### src/rtl/beat_pkg.sv
// Shared constants, player state encoding and small helpers for the beat player.
package beat_pkg;

  localparam int         NUM_INS     = 4;
  localparam int         NUM_BEATS   = 8;
  localparam logic [7:0] DEFAULT_BPM = 8'd120;
  localparam logic [3:0] TIMING_IDLE = 4'd0;

  // Player FSM: playback either stopped or running.
  typedef enum logic {
    ST_IDLE = 1'b0,
    ST_RUN  = 1'b1
  } play_state_e;

  // A timing code names a beat only when it lies in 1..NUM_BEATS.
  function automatic logic is_beat(input logic [3:0] t);
    return (t != TIMING_IDLE) && (t <= 4'(NUM_BEATS));
  endfunction

  // Beat 1..8 maps to pattern bit 0..7; codes outside that range never fire.
  function automatic logic [2:0] beat_bit(input logic [3:0] t);
    return t[2:0] - 3'd1;
  endfunction

endpackage

### src/rtl/gate_timer.sv
// Per-instrument note-on timer: a trigger loads GATE_CYCLES, the count runs down
// by one per cycle, and the gate level is high while the count is nonzero.
// Reloading while active restarts the count without a low cycle on gate.
module gate_timer #(
  parameter int GATE_CYCLES = 2_500_000
) (
  input  logic clk,
  input  logic reset,
  input  logic clear,
  input  logic load,
  output logic gate
);

  localparam int            CW       = $clog2(GATE_CYCLES + 1);
  localparam logic [CW-1:0] LOAD_VAL = CW'(GATE_CYCLES);

  logic [CW-1:0] cnt_q;
  logic [CW-1:0] cnt_d;

  // Next count: clear wins, then reload, then count down towards zero.
  always_comb begin
    cnt_d = cnt_q;
    if (clear) begin
      cnt_d = '0;
    end else if (load) begin
      cnt_d = LOAD_VAL;
    end else if (cnt_q != '0) begin
      cnt_d = cnt_q - CW'(1);
    end
  end

  // Count register, cleared asynchronously so the gate drops the instant reset asserts.
  always_ff @(posedge clk or negedge reset) begin
    if (!reset) begin
      cnt_q <= '0;
    end else begin
      cnt_q <= cnt_d;
    end
  end

  assign gate = (cnt_q != '0);

endmodule

### src/rtl/beat_player.sv
// Beat player: stores four 8-beat instrument patterns and a BPM value, produces
// an eighth-note beat_tick from a drift-free phase accumulator, and fires a
// one-cycle trigger plus a fixed-length gate per instrument on each beat event.
module beat_player
  import beat_pkg::*;
#(
  parameter int CLK_HZ      = 50_000_000,
  parameter int GATE_CYCLES = 2_500_000
) (
  input  logic                clk,
  input  logic                reset,
  input  logic [7:0]          data_in,
  input  logic                ld_ins1,
  input  logic                ld_ins2,
  input  logic                ld_ins3,
  input  logic                ld_ins4,
  input  logic                ld_bpm,
  input  logic                play,
  input  logic [3:0]          timing,
  output logic                beat_tick,
  output logic [NUM_INS-1:0]  trig,
  output logic [NUM_INS-1:0]  gate,
  output logic                bpm_err
);

  // Eighth notes at bpm quarter-notes per minute: period = CLK_HZ*60/(2*bpm)
  // cycles, so accumulating bpm each cycle against CLK_HZ*30 gives the rate
  // exactly, with the remainder carried so there is no long-term drift.
  localparam logic [31:0] THR = 32'(CLK_HZ * 30);

  play_state_e                  state_q, state_d;
  logic [NUM_INS-1:0][7:0]      pat_q, pat_d;
  logic [7:0]                   bpm_q, bpm_d;
  logic                         bpm_err_q, bpm_err_d;
  logic [31:0]                  acc_q, acc_d;
  logic [3:0]                   timing_q, timing_d;
  logic [NUM_INS-1:0]           trig_q, trig_d;
  logic                         beat_tick_q, beat_tick_d;

  logic                         run_active;
  logic                         beat_event;
  logic [2:0]                   beat_idx;
  logic [NUM_INS-1:0]           ld_ins;
  logic [NUM_INS-1:0]           fire;
  logic [31:0]                  acc_sum;

  assign ld_ins = {ld_ins4, ld_ins3, ld_ins2, ld_ins1};

  // Playback is live only while in RUN and play is still held; the cycle play
  // drops already behaves as IDLE, so gates are cut one cycle after the fall.
  assign run_active = (state_q == ST_RUN) && play;
  assign beat_event = run_active && (timing != timing_q) && is_beat(timing);
  assign beat_idx   = beat_bit(timing);
  assign acc_sum    = acc_q + {24'd0, bpm_q};

  // Next-state logic for the player FSM, accumulator, triggers and registers.
  always_comb begin
    // NOTE: every signal assigned here gets a default first, so no path can leave it unassigned and infer a latch.
    state_d     = play ? ST_RUN : ST_IDLE;
    pat_d       = pat_q;
    bpm_d       = bpm_q;
    bpm_err_d   = bpm_err_q;
    acc_d       = '0;
    beat_tick_d = 1'b0;
    timing_d    = timing;
    fire        = '0;

    // Beat events read the pattern as it stood before this cycle's loads.
    for (int k = 0; k < NUM_INS; k++) begin
      fire[k] = beat_event && pat_q[k][beat_idx];
    end
    trig_d = fire;

    if (run_active) begin
      if (acc_sum >= THR) begin
        acc_d       = acc_sum - THR;
        beat_tick_d = 1'b1;
      end else begin
        acc_d = acc_sum;
      end
    end

    // Simultaneous strobes all take the same switch value.
    for (int k = 0; k < NUM_INS; k++) begin
      if (ld_ins[k]) begin
        pat_d[k] = data_in;
      end
    end

    // A zero BPM would stop the tick forever, so it is replaced and flagged.
    if (ld_bpm) begin
      if (data_in != 8'd0) begin
        bpm_d     = data_in;
        bpm_err_d = 1'b0;
      end else begin
        bpm_d     = DEFAULT_BPM;
        bpm_err_d = 1'b1;
      end
    end
  end

  // State registers with asynchronous active-low reset.
  always_ff @(posedge clk or negedge reset) begin
    if (!reset) begin
      state_q     <= ST_IDLE;
      // NOTE: the pattern registers are reset like any other state because their cleared value is visible behaviour (no triggers after reset).
      pat_q       <= '0;
      bpm_q       <= DEFAULT_BPM;
      bpm_err_q   <= 1'b0;
      acc_q       <= '0;
      timing_q    <= TIMING_IDLE;
      trig_q      <= '0;
      beat_tick_q <= 1'b0;
    end else begin
      // NOTE: non-blocking assignments so every register samples the pre-edge values of the others.
      state_q     <= state_d;
      pat_q       <= pat_d;
      bpm_q       <= bpm_d;
      bpm_err_q   <= bpm_err_d;
      acc_q       <= acc_d;
      timing_q    <= timing_d;
      trig_q      <= trig_d;
      beat_tick_q <= beat_tick_d;
    end
  end

  // One gate timer per instrument; leaving RUN clears them all.
  for (genvar k = 0; k < NUM_INS; k++) begin : g_gate
    gate_timer #(
      .GATE_CYCLES(GATE_CYCLES)
    ) u_gate (
      .clk   (clk),
      .reset (reset),
      .clear (!run_active),
      .load  (fire[k]),
      .gate  (gate[k])
    );
  end

  assign beat_tick = beat_tick_q;
  assign trig      = trig_q;
  assign bpm_err   = bpm_err_q;

endmodule

### config.mk
export PLATFORM = sky130hd
export DESIGN_NAME = beat_player
export DESIGN_NICKNAME = d
export VERILOG_FILES = /design/src/rtl/beat_pkg.sv /design/src/rtl/gate_timer.sv /design/src/rtl/beat_player.sv
export SDC_FILE = /design/constraint.sdc
export NUM_CORES = 1
export LEC_CHECK = 0
export BUFFER_PORTS_ARGS = -buffer_cell sky130_fd_sc_hd__buf_2
export CAP_MARGIN = 25
export CORE_AREA = 3 3 127 129
export DETAILED_ROUTE_END_ITERATION = 16
export DIE_AREA = 0 0 130 132
export GPL_TIMING_DRIVEN = 0
export PLACE_DENSITY = 0.8
export SETUP_SLACK_MARGIN = 0.02
export SLEW_MARGIN = 10
export SYNTH_ARGS = -nofsm -noshare
export SYNTH_HDL_FRONTEND = slang
export SYNTH_SLANG_ARGS = --single-unit
### constraint.sdc
create_clock -name clk -period 4.3 [get_ports clk]
set_input_delay 0.645 -clock clk [delete_from_list [all_inputs] [get_ports clk]]
set_output_delay 0.645 -clock clk [all_outputs]
set_load 0.02 [all_outputs]
# Word-level counts from Yosys, hierarchy flattened
# Index checks and enable logic that the tools add are counted.
word_totals:
  word_cells: 71
  input_bits: 20
  ff_bits: 171
  output_inout_bits: 10
op_classes:
  n_mux: 27
  n_addsub: 7
  eq_ne: 5
  n_reduce_logical: 14
  magnitude_cmp: 3
ops:
  columns: ["op", "count"]
  rows:
  - ["22-bit 2-to-1 mux", 12]
  - ["22-bit nonzero test", 4]
  - ["22-bit by 1-bit subtractor with 22-bit output (second input constant)", 4]
  - ["32-bit 2-to-1 mux", 2]
  - ["32-bit by 8-bit adder with 32-bit output", 1]
  - ["32-bit by 31-bit greater-or-equal comparator with 1-bit output (second input constant)", 1]
  - ["32-bit by 31-bit subtractor with 32-bit output (second input constant)", 1]
  - ["1-bit binary-select mux with 3-bit select", 4]
  - ["3-bit by 1-bit != test with 1-bit output (second input constant)", 4]
  - ["1-bit logical AND", 8]
  - ["1-bit 2-to-1 mux", 8]
  - ["8-bit 2-to-1 mux", 1]
  - ["8-bit nonzero test", 1]
  - ["4-bit <= comparator (second input constant)", 1]
  - ["3-bit by 4-bit < comparator with 1-bit output (second input constant)", 1]
  - ["4-bit != test", 1]
  - ["4-bit nonzero test", 1]
  - ["3-bit by 1-bit subtractor with 3-bit output (second input constant)", 1]

# Longest topological paths before layout
depth:
  word_depth: 6
  mapped_depth: 15

# Cells and area by module
# From an unflattened synthesis, not the netlist that was laid out.
hier_totals:
  cells_unflattened: 1037
  hier_area_um2: 10043.4
by_module_without_submodules:
  columns: ["mod", "area_each_um2", "seq_area_each_um2", "cells_per_inst", "n_inst"]
  rows:
  - ["beat_player", 5153.7, 2082.0, 505, 1]
  - ["gate_timer", 1222.4, 550.5, 133, 4]

# Least setup slack after synthesis
# Ideal clock, no wire load.
synth_path:
  path_type: "reg-to-reg"
  start: "register bpm_q[0]"
  end: "register acc_q[15]"
  synth_period_minus_slack_ns: 3.907
  arrival_time_ns: 3.818
  stages_incl_launch_ff: 16
  setup_time_ns: 0.088
  setup_slack_ns: 0.393
  path_buffers: 1
  t_required_ns: 4.212
  path_cell_list: "dfrtp_1 -> ha_1 -> fa_1 -> a211oi_1 -> o21ai_0 -> a311oi_1 -> nor3_1 -> ha_1 -> o311a_1 -> a311o_1 -> a211oi_1 -> o211a_1 -> o311a_1 -> buf_2 -> nor4_1 -> nor3b_1"
synth_via:
  elab_chain_len: 4
synth_lines:
  columns: ["element", "line_no", "rtl"]
  rows:
  - ["start: declaration", "beat_player.sv:33", "logic [7:0] bpm_q, bpm_d;"]
  - ["start signal: assignment", "beat_player.sv:118", "bpm_q <= bpm_d;"]
  - ["32-bit by 8-bit adder with 32-bit output *", "beat_player.sv:54", "assign acc_sum = acc_q + {24'd0, bpm_q};"]
  - ["32-bit by 31-bit subtractor with 32-bit output or 32-bit by 31-bit greater-or-equal comparator with 1-bit output (tied branches)", "beat_player.sv:76, beat_player.sv:75", null]
  - ["32-bit 2-to-1 mux *", "beat_player.sv:75", "if (acc_sum >= THR) begin"]
  - ["32-bit 2-to-1 mux *", "beat_player.sv:74", "if (run_active) begin"]
  - ["net acc_d[15]", "beat_player.sv:35", "logic [31:0] acc_q, acc_d;"]
  - ["end signal: assignment", "beat_player.sv:110", "acc_q <= '0;"]
  - ["end signal: assignment", "beat_player.sv:120", "acc_q <= acc_d;"]
  - ["end: declaration", "beat_player.sv:35", null]
# Mark *: on every way through the listed nets, which the timed path passes. The rest lies on a longest branch.
# A chain may end at the register's enable or synchronous reset.

# Final worst setup path
layout_path:
  start: "register bpm_q[0]"
  end: "register acc_q[27]"
# Same word-level chain as after synthesis.

==> summary.txt <==
Synthesis
  • Library cells used by synthesis: between 70 and 80
  • Number of storage elements in the synthesis netlist: ~170
  • Dominant register cell in the synthesized netlist: sky130_fd_sc_hd__dfrtp_1
  • Post-Syn Nets: a little over 1k
  • Fraction of registers with async set or reset after synthesis: 1.000
  • Count of flip-flops with a built-in enable after synthesis: 0
  • Number of standard cells after synthesis: just under 1k
  • Sequential share of the synthesized area: 0.4507
  • Mapped Avg Cell Area: around 9.8 sq um
  • Number of warnings reported in the yosys synthesis log: 0
  • Syn Std Cell Area: around 0.0095 sq mm

GRT
  • Overflow left after global routing: 0
  • Number of global-route vias before repair: 7361
  • GRT Total Usage: 0.2515
  • Maximum number of pins on one net before global-route repair: 110
  • Initial antenna violation count: 0
  • Global-route wire length before repair: about 35 mm

Critical path
  • Top cell by count, worst path: sky130_fd_sc_hd__a211oi_4
  • Number of buffer and inverter instances along the worst setup path: 1
  • Delay contributed by the slowest stage of the critical path: approximately 480 ps
  • Critical path cell sequence: ha_1 -> fa_1 -> a211oi_4 -> o21ai_1 -> a311oi_2 -> nor3_4 -> ha_4 -> o311a_1 -> a311o_1 -> a211oi_4 -> o211a_1 -> o311ai_1 -> buf_2 -> and4_1 -> nor3_1
  • Required time of the critical path: roughly 4600 ps
  • Largest fanout of any net on the critical path: 10
  • Kind of start point of the critical path: flip-flop
  • Endpoint arrival time on the critical path: approximately 4500 ps
  • Standard cell with the maximum stage delay on the critical path: sky130_fd_sc_hd__fa_1
  • Critical path capture point type: flip-flop
  • Crit Path Class: flip-flop to flip-flop
  • Top delay family on crit path: compound AO/OA/AOI/OAI gates

Clock network
  • Clock Pin Slew Worst Setup and Hold Paths: ~70 ps
  • Clock sink count: approximately 170
  • Total CTS buffers: 17
  • CTS Hold Bufs: 0
  • Later-pin clock latency in the skew report: ~440 ps
  • CTS tree: yes
  • Library cell used as clock root buffer: sky130_fd_sc_hd__clkbuf_16
  • Buffers from clock root to sink, at most: 2
  • Number of levels in the clock H-tree: 4

Placement
  • Routability congestion estimate: approximately 0.95
  • Count of buffers inserted at the top-level ports: 25
  • Hpwl dp: roughly 14 mm

Power
  • Switching portion of total power: 0.4112
  • Power density of the placed cells: between 600 and 700 mW/mm^2
  • Clock group share of total power: 0.211
  • Switching power: 0.002916 W
  • Total design power: between 0.007 and 0.008 W
  • Flop pwr share: 0.317
  • Highest ir drop seen on vdd: 413.6 uV
  • Fraction of power consumed by combinational cells: 0.472
  • Leakage component of the power: roughly 4.5 nW
  • Cell internal power dissipation: 0.004176 W

Timing
  • Final worst path period share: 0.9569
  • Worst slew margin relative to its limit: 0.4722
  • Max-slew violation count: 0
  • Final Skew: between 7 and 8 ps
  • Count of final setup violators: 0
  • Actual slew at the worst max-slew pin: 791.7 ps
  • Hold Worst Slack: about 120 ps
  • Final hold violation count: 0
  • Final period demand of the worst path: just over 4000 ps
  • Max Clock Freq: about 240 MHz

Cells and area
  • Relative area change from synthesis to final layout: 11.48%
  • Commonest cells after routing, fill and taps aside: sky130_fd_sc_hd__dfrtp_1 (167), sky130_fd_sc_hd__nor2_1 (95), sky130_fd_sc_hd__nand2_1 (89)
  • Nets: between 1k and 1.5k
  • Most common cell after layout, fill and taps aside: sky130_fd_sc_hd__dfrtp_1
  • Fraction of layout cells with a size suffix above 1: 0.1599
  • Diodes inserted: 0

Routing
  • Routed vias: 7601
  • Number of search-and-repair iterations in the first detailed-routing pass: 5
  • Number of routed nets with antenna violations: 0
  • Routed Wire Length: 20.82 mm
  • Via count normalized by instance count: between 6 and 7
  • Drt wl/cell: about 17 um
  • DRC marker count from the first detailed-route iteration: approximately 540
  • Post-route DRC: 0

Die
  • Effective utilization at floorplan: 0.6276
  • Width of the die: 130 um
  • Area enclosed by the die boundary: around 0.017 sq mm
  • Count of standard-cell rows: 45
  • I/O Pins: 30
  • Standard cell core area: between 0.015 and 0.02 sq mm
  • Die outline height: between 100 and 150 um

Run
  • # Max-Cap Violations: 0

Status
  • Run status: complete, no violations

Worst hold path
  • Worst min path class: input port to async pin
==> cells in the mapped netlist, drive strengths merged (13+ instances only) <==
| cell | instances | share of area |
|---|---|---|
| a211oi | 15 | 0.013 |
| a21oi | 65 | 0.035 |
| clkbuf | 25 | 0.010 |
| dfrtp | 167 | 0.44 |
| ha | 15 | 0.020 |
| inv | 24 | 0.0095 |
| mux2 | 40 | 0.047 |
| nand2 | 89 | 0.035 |
| nand3 | 16 | 0.0084 |
| nand4 | 14 | 0.0099 |
| nor2 | 96 | 0.038 |
| nor3 | 45 | 0.024 |
| nor3b | 13 | 0.010 |
| nor4 | 39 | 0.026 |
| o21ai | 27 | 0.014 |
| or3 | 15 | 0.010 |
| xnor2 | 62 | 0.058 |
| xor2 | 35 | 0.032 |
==> kinds of logic after synthesis <==
logic type / after synthesis / synth area share
AOI/OAI and AO/OA: 171 / 0.1199
xor gates and xnor gates: 97 / 0.09017
adders and majority gates: 16 / 0.02185
buffers and inverters: 63 / 0.02817
DFF: 171 / 0.4507
muxes: 58 / 0.07687
and+or+nand+nor: 394 / 0.2123
==> state kept, by name, summed over array words and instances, names as in the netlist <==
register / flops
acc_q: 32
beat_tick: 1
bpm_err: 1
bpm_q: 8
g_gate.u_gate.cnt_q: 88
pat_q: 32
state_q: 1
timing_q: 4
trig: 4
==> area by class of cell <==
class | count | area [sq um]
Inverter | 26 | 101.3
Fill cell | 1127 | 4549
Tap cell | 188 | 235.2
Clock inverter | 15 | 143.9
Clock buffer | 17 | 425.4
Sequential cell | 171 | 4284
Timing Repair Buffer | 30 | 192.7
Multi-Input combinational cell | 736 | 5039
Buffer | 37 | 175.2
==> worst register-to-register path, stage by stage, from the launching register on <==
cell and delay (ps):
sky130_fd_sc_hd__dfrtp_1 390, sky130_fd_sc_hd__ha_1 250, sky130_fd_sc_hd__fa_1 480, sky130_fd_sc_hd__a211oi_4 300, sky130_fd_sc_hd__o21ai_1 160, sky130_fd_sc_hd__a311oi_2 310
sky130_fd_sc_hd__nor3_4 110, sky130_fd_sc_hd__ha_4 200, sky130_fd_sc_hd__o311a_1 100, sky130_fd_sc_hd__a311o_1 350, sky130_fd_sc_hd__a211oi_4 290, sky130_fd_sc_hd__o211a_1 260
sky130_fd_sc_hd__o311ai_1 140, sky130_fd_sc_hd__buf_2 250, sky130_fd_sc_hd__and4_1 210, sky130_fd_sc_hd__nor3_1 210
==> per-layer routing <==
layer  part of all wire  global-route usage
met3              0.051             0.04822
met4              0.023             0.09122
met2               0.48              0.3991
met5                  0                   0
met1               0.44              0.3456
==> final timing paths <==
check / start / endpoint / slack, ps / cells after the start
max reg2reg: bpm_q[0] / acc_q[27] / 190 / 15
min in group clk: timing[0] / timing_q[0] / 330 / 1
max: bpm_q[0] / acc_q[27] / 190 / 15
max in group asynchronous: reset / bpm_q[5] / 3300 / 2
min: reset / g_gate[1].u_gate.cnt_q[12] / 120 / 1
min reg2reg: pat_q[5] / pat_q[5] / 500 / 1
==> per-stage QoR <==
step | std cells | setup TNS, ps | cell area, sq um | setup WS, ps | util
finish | 1220 | 0 | 10600 | 185.3 | 0.6996
global route | 1220 | -0.9410 | 10600 | -0.9410 | 0.6996
CTS | 1218 | 0 | 10500 | 49.04 | 0.6934
detailed placement | 1184 | -4308 | 9903 | -271.4 | 0.6539
global placement | 1183 | -9585 | 9866 | -215.8 | 0.6514
floorplan | 970 | 0 | 9505 | 393.1 | -
==> power groups by stage <==
stage | sequential, W | combinational [W] | clock [W]
after detailed placement | 0.00227 | 0.00330 | 0
after CTS | 0.00224 | 0.00333 | 0.00151
after global placement | 0.00225 | 0.00321 | 0
after global routing | 0.00230 | 0.00380 | 0.00158
after floorplan | 0.00220 | 0.00273 | 0
final | 0.00225 | 0.00334 | 0.00150
==> timing repair <==
action | CTS | global route
buffers inserted | 2 | 2
pin swaps | 0 | 4
setup endpoints to repair | 24 | 25
gates resized for setup | 3 | 20
Power figures use the tool's default switching activity.
